$ cat src/rtl/hack_mul_seq_if.sv
// Operand/result bundle between an operand source and the hack_mul_seq multiplier.
interface hack_mul_seq_if;
   logic        start;
   logic [15:0] a;
   logic [15:0] b;
   logic        busy;
   logic        done;
   logic [15:0] product;
   logic        zr;
   logic        ng;

   modport master (output start, a, b, input busy, done, product, zr, ng);
   modport slave  (input start, a, b, output busy, done, product, zr, ng);
endinterface

$ cat src/rtl/hack_mul_seq.sv
// 16-bit shift-and-add multiplier; every addition runs through one Hack ALU fixed at x+y.
// Returns the low 16 bits of a*b after exactly 16 iterations, with ALU-style zr/ng flags.
module hack_mul_seq (
   input  logic           clock,
   input  logic           rst_n,
   hack_mul_seq_if.slave  bus
);
   typedef enum logic [1:0] {S_IDLE, S_RUN, S_DONE} state_t;

   state_t      state_q;
   logic [15:0] acc_q;
   logic [15:0] mcand_q;
   logic [15:0] mult_q;
   logic [4:0]  cnt_q;
   logic [15:0] product_q;
   logic        busy_q;
   logic        done_q;

   logic [15:0] alu_out;
   logic [15:0] acc_d;
   logic        unused_alu_zr;
   logic        unused_alu_ng;

   ALU u_alu (
      .x   (acc_q),
      .y   (mcand_q),
      .zx  (1'b0),
      .nx  (1'b0),
      .zy  (1'b0),
      .ny  (1'b0),
      .f   (1'b1),
      .no  (1'b0),
      .out (alu_out),
      .zr  (unused_alu_zr),
      .ng  (unused_alu_ng)
   );

   // Low product bits are sign-agnostic, so the plain unsigned shift-add is exact.
   assign acc_d = mult_q[0] ? alu_out : acc_q;

   always_ff @(posedge clock or negedge rst_n) begin
      if (!rst_n) begin
         state_q   <= S_IDLE;
         acc_q     <= '0;
         mcand_q   <= '0;
         mult_q    <= '0;
         cnt_q     <= '0;
         product_q <= '0;
         busy_q    <= 1'b0;
         done_q    <= 1'b0;
      end else begin
         case (state_q)
            S_IDLE: begin
               if (bus.start) begin
                  acc_q   <= '0;
                  mcand_q <= bus.a;
                  mult_q  <= bus.b;
                  cnt_q   <= '0;
                  busy_q  <= 1'b1;
                  state_q <= S_RUN;
               end
            end
            S_RUN: begin
               acc_q   <= acc_d;
               mcand_q <= {mcand_q[14:0], 1'b0};
               mult_q  <= {1'b0, mult_q[15:1]};
               cnt_q   <= cnt_q + 5'd1;
               if (cnt_q == 5'd15) begin
                  product_q <= acc_d;
                  done_q    <= 1'b1;
                  state_q   <= S_DONE;
               end
            end
            S_DONE: begin
               done_q  <= 1'b0;
               busy_q  <= 1'b0;
               state_q <= S_IDLE;
            end
            default: begin
               state_q <= S_IDLE;
               busy_q  <= 1'b0;
               done_q  <= 1'b0;
            end
         endcase
      end
   end

   assign bus.busy    = busy_q;
   assign bus.done    = done_q;
   assign bus.product = product_q;
   assign bus.zr      = (product_q == 16'd0);
   assign bus.ng      = product_q[15];
endmodule

// Combinational Hack ALU (zx/nx/zy/ny/f/no control set).
module ALU (
   input  logic [15:0] x,
   input  logic [15:0] y,
   input  logic        zx,
   input  logic        nx,
   input  logic        zy,
   input  logic        ny,
   input  logic        f,
   input  logic        no,
   output logic [15:0] out,
   output logic        zr,
   output logic        ng
);
   logic [15:0] x_z, x_n, y_z, y_n, f_out;

   assign x_z   = zx ? 16'd0 : x;
   assign x_n   = nx ? ~x_z : x_z;
   assign y_z   = zy ? 16'd0 : y;
   assign y_n   = ny ? ~y_z : y_z;
   assign f_out = f ? (x_n + y_n) : (x_n & y_n);
   assign out   = no ? ~f_out : f_out;
   assign zr    = (out == 16'd0);
   assign ng    = out[15];
endmodule

$ cat src/flat_wrapper.sv
// flat-port wrapper written by rule: the top's interface ports become plain ports
module hack_mul_seq_flat 
  (clock, rst_n, bus_start, bus_a, bus_b, bus_busy, bus_done, bus_product, bus_zr, bus_ng);
  hack_mul_seq_if bus_i ();
  input  logic clock;
  input  logic rst_n;
  input wire logic [$bits(bus_i.start)-1:0] bus_start;
  input wire logic [$bits(bus_i.a)-1:0] bus_a;
  input wire logic [$bits(bus_i.b)-1:0] bus_b;
  output wire logic [$bits(bus_i.busy)-1:0] bus_busy;
  output wire logic [$bits(bus_i.done)-1:0] bus_done;
  output wire logic [$bits(bus_i.product)-1:0] bus_product;
  output wire logic [$bits(bus_i.zr)-1:0] bus_zr;
  output wire logic [$bits(bus_i.ng)-1:0] bus_ng;
  assign bus_i.start = bus_start;
  assign bus_i.a = bus_a;
  assign bus_i.b = bus_b;
  assign bus_busy = bus_i.busy;
  assign bus_done = bus_i.done;
  assign bus_product = bus_i.product;
  assign bus_zr = bus_i.zr;
  assign bus_ng = bus_i.ng;
  hack_mul_seq u_core (.clock(clock), .rst_n(rst_n), .bus(bus_i));
endmodule
$ cat config.mk
export PLATFORM = sky130hd
export DESIGN_NAME = hack_mul_seq_flat
export DESIGN_NICKNAME = d
export VERILOG_FILES = /design/src/rtl/hack_mul_seq_if.sv /design/src/rtl/hack_mul_seq.sv /design/src/flat_wrapper.sv
export SDC_FILE = /design/constraint.sdc
export NUM_CORES = 1
export LEC_CHECK = 0
export ABC_AREA = 1
export BUFFER_PORTS_ARGS = -buffer_cell sky130_fd_sc_hd__buf_2
export CAP_MARGIN = 40
export CORE_ASPECT_RATIO = 1.1
export CORE_MARGIN = 2
export CORE_UTILIZATION = 58
export DETAILED_ROUTE_END_ITERATION = 12
export PLACE_DENSITY = 0.89
export RECOVER_POWER = 25
export SYNTH_ARGS = -nofsm -noshare
export SYNTH_HDL_FRONTEND = slang
export SYNTH_SLANG_ARGS = --single-unit
$ cat constraint.sdc
create_clock -name clock -period 2.2 [get_ports clock]
set_input_delay 0.44 -clock clock [delete_from_list [all_inputs] [get_ports clock]]
set_output_delay 0.44 -clock clock [all_outputs]
set_load 0.02 [all_outputs]
==> summary.md <==
| Metric | Value |
|---|---|
| Status | complete, but fails checks |
| Failing checks | max-capacitance violations, max-slew violations |
| Reg area | 1827 µm² |
| Number of buffers inserted for hold repair after clock tree synthesis | 0 |
| CTS tree | built |
| Depth of the worst register-to-register path | 12 |
| Min Clock Period, post-route | 2004 ps |
| Total number of H-tree levels | 3 |
| Layout cell share with drive strength beyond 1 | 17.67% |
| Maximum count of clock buffers along a single path | 2 |
| Power dissipated by switching net loads | 3.672 mW |
| Portion of the post-synthesis area used by sequential elements | 44.24% |
| Kind of end point of the critical path | output port |
| Logic gate share of total power | 54.3% |
| Number of buffers inserted by port buffering | 54 |
| Internal power consumption | 4.064 mW |
| Number of global-route vias before repair | 3513 |
| Clk pwr share | 13.3% |
| Fin. Hold Viols | 0 |
| Clock input transition at the sequential cells of the worst setup and hold paths | 80 ps |
| Initial Util | 59.27% |
| Critical path, cell by cell | nor4_1 > nand2_1 > and3b_1 > buf_2 |
| Unrepaired setup endpoints after global routing | false |
| Power density cells | 1681 nW/µm² |
| Final standard cell count with taps included and fillers excluded | 668 |
| Worst slew pin tran | 1769 ps |
| Cell types with the largest area share after synthesis | sky130_fd_sc_hd__dfrtp_1 (44%), sky130_fd_sc_hd__nand2_1 (19%), sky130_fd_sc_hd__nand3_1 (5.7%) |
| Standby leakage power | 2.494 nW |
| Main combinational cell family by area after synthesis | simple AND/OR/NAND/NOR gates |
| Worst hold slack after final layout | 274.3 ps |
| Netlist area before placement | 4129 µm² |
| Overall overflow remaining after global route | 0 |
| WHS Path Cells | 3 |
| Area used by multi-input combinational logic | 1943 µm² |
| Routed vias | 3631 |
| Wire length of the first global-routing pass | 16.20 mm |
| Overall routing resource usage | 26.56% |
| Max-slew headroom at the worst pin | -17.97% |
| Number of clock sinks | 73 |
| Floorplan die width | 84.45 µm |
| Maximum clock skew at final layout | 7.248 ps |
| Iter 0 DRT Violations | 216 |
| Cell type contributing the most total cell area after synthesis | sky130_fd_sc_hd__dfrtp_1 |
| Layout overhead on the synthesized area | 11.42% |
| Count of final setup violators | 0 |
| Dpl hpwl | 6.785 mm |
| Count of filler cells inserted in the layout | 603 |
| Diodes inserted | 0 |
| CTS buffer count | 9 |
| Net switching share of the total power | 47.46% |
| Synthesized-area fraction occupied by ao, oa, aoi and oai cells | 8.485% |
| XOR/XNOR share of the synthesized area | 1.485% |
| Post-synth net total | 581 |
| Skew-Pair Late Insertion Delay | 360 ps |
| Routed Wire Length | 9.586 mm |
| Adder and majority cell fraction of the synthesized area | 5.636% |
| Die ar. | 7810 µm² |
| Total core area | 6967 µm² |
| Final max-slew violation count | 74 |
| Number of cell rows | 32 |
| Post-detailed-route DRC marker count | 0 |
| Highest attainable clock frequency | 0.4989 GHz |
| Net count reported at finish | 632 |
| Syn avg cell area | 7.820 µm² |
| Reg power frac | 32.4% |
| Count of max-cap constraint violations | 1 |
| Number of antenna violations at the first check in global routing | 0 |
| Critical Path Max Stage Delay | 420 ps |
| Crit-path max FO | 3 |
| Number of library cell types mapped by synthesis | 35 |
| Wire length per cell after detailed routing | 14.35 µm |
| Period Utilization, post-route | 91.11% |
| Chip height | 92.49 µm |
| Required time at the worst-slack endpoint | 1760 ps |
| Classification of the worst-slack hold path | primary input to flop |
| Inst Count DP | 653 |
| Pin count of the biggest net entering global routing | 74 |
| Critical path class | flop to output port |
| Detail-routed via count per cell | 5.436 |
| Register bit count reported by yosys | 73 |
| Yosys warnings | 0 |
| Antenna Nets Post-Route | 0 |
| Gate count of the mapped netlist | 528 |
| Basic-gate share of the synthesized area counting and, or, nand and nor cells | 31.39% |
| Number of primary I/O pins | 55 |
| Max VDD drop | 0.9191 mV |
| Data arrival, critical path | 1560 ps |
| Slowest cell on crit path | sky130_fd_sc_hd__dfrtp_1 |
| Setup TNS | 0 ps |
| GPL Wtd Cong | 0.8672 |
| First-pass DRT Iterations | 6 |
| Type of element launching the critical path | flop |
| Multiplexer fraction of the synthesized cell area | 0% |
| Post-synth top area share | 44.24% |
| Clock tree root driver cell | sky130_fd_sc_hd__clkbuf_8 |
==> final timing paths <==
path,startpoint,endpoint,slack [ps]
min,bus_b[15],u_core.mult_q[15],270
max reg2reg,u_core.mcand_q[0],u_core.bus.product[14],210
max,u_core.bus.product[8],bus_zr,200
min in group asynchronous,rst_n,u_core.acc_q[9],630
min reg2reg,u_core.bus.done,u_core.bus.done,480
max in group asynchronous,rst_n,u_core.bus.product[11],510
==> power groups by stage <==
stage	registers (mW)	logic, mW	clock network (mW)
finish	2.51	4.20	1.03
global route	2.58	4.80	1.10
CTS	2.50	4.21	1.05
detailed placement	2.51	4.17	0
global placement	2.48	4.04	0
floorplan	2.51	3.20	0
==> kinds of logic after synthesis <==
| family | after synthesis |
|---|---|
| buffers and inverters | 76 |
| adder cells (fa/ha/maj) | 18 |
| AO/OA/AOI/OAI | 56 |
| AND/OR/NAND/NOR | 298 |
| flip-flops | 73 |
| XOR/XNOR | 7 |
==> stage by stage <==
step                worst slack, ps  power [mW]  area (µm²)  util, %
floorplan                     438.7       5.718        4129        -
global placement              313.8       6.523        4428    63.56
detailed placement            213.0       6.687        4428    63.56
CTS                           187.1       7.755        4613    66.22
global route                  9.697       8.477        4601    66.04
finish                        195.6       7.736        4601    66.04
==> state kept, by name, indices dropped and copies added (netlist names) <==
register	count
u_core.mult_q	16
u_core.acc_q	16
u_core.bus.done	1
u_core.state_q	2
u_core.bus.busy	1
u_core.mcand_q	16
u_core.bus.product	16
u_core.cnt_q	5
==> cell type report <==
cell class                      instances  area share, %
Multi-Input combinational cell        379          42.24
Tap cell                               85          2.312
Sequential cell                        73          39.71
Inverter                               57          4.814
Timing Repair Buffer                   59          6.908
Clock buffer                           10          2.774
Clock inverter                          5          1.251
==> what timing repair did <==
action | CTS | global route
buffers inserted | 0 | 0
gates resized for setup | 0 | 1
endpoints found under the setup margin | 0 | 2
==> layer usage <==
layer	routed length, µm	global-route usage, %
met3	459	4.278
met2	4811	44.31
met5	0	0
met4	311	14.55
met1	4005	33.08
==> worst max-delay path, delay by kind of cell, from the launching register on <==
family | cells | cell delay [ps]
DFF | 1 | 420
buffers and inverters | 1 | 160
and+or+nand+nor | 3 | 630
==> synthesized netlist by cell type (all sizes together) <==
master,count
a21oi,7
a22o,1
a22oi,21
and2,1
and3b,1
buf,14
clkbuf,5
dfrtp,73
fa,1
ha,17
inv,57
nand2,214
nand3,49
nand3b,1
nand4,1
nor2,14
nor3,3
nor4,4
o211ai,2
o21ai,18
o22ai,7
or2,10
xnor2,4
xor2,3
==> placed cells by master, fill, tap and decap left out, types with 9 or more instances in the layout <==
cell type / netlist / layout
sky130_fd_sc_hd__a22oi_1: 21 / 21
sky130_fd_sc_hd__buf_2: 5 / 54
sky130_fd_sc_hd__clkbuf_8: 1 / 9
sky130_fd_sc_hd__dfrtp_1: 73 / 73
sky130_fd_sc_hd__ha_1: 17 / 16
sky130_fd_sc_hd__inv_1: 50 / 50
sky130_fd_sc_hd__nand2_1: 208 / 208
sky130_fd_sc_hd__nand3_1: 47 / 47
sky130_fd_sc_hd__nor2_1: 13 / 13
sky130_fd_sc_hd__o21ai_1: 13 / 13
sky130_fd_sc_hd__or2_2: 9 / 9
Note: power is estimated with default switching activity, not from simulation.
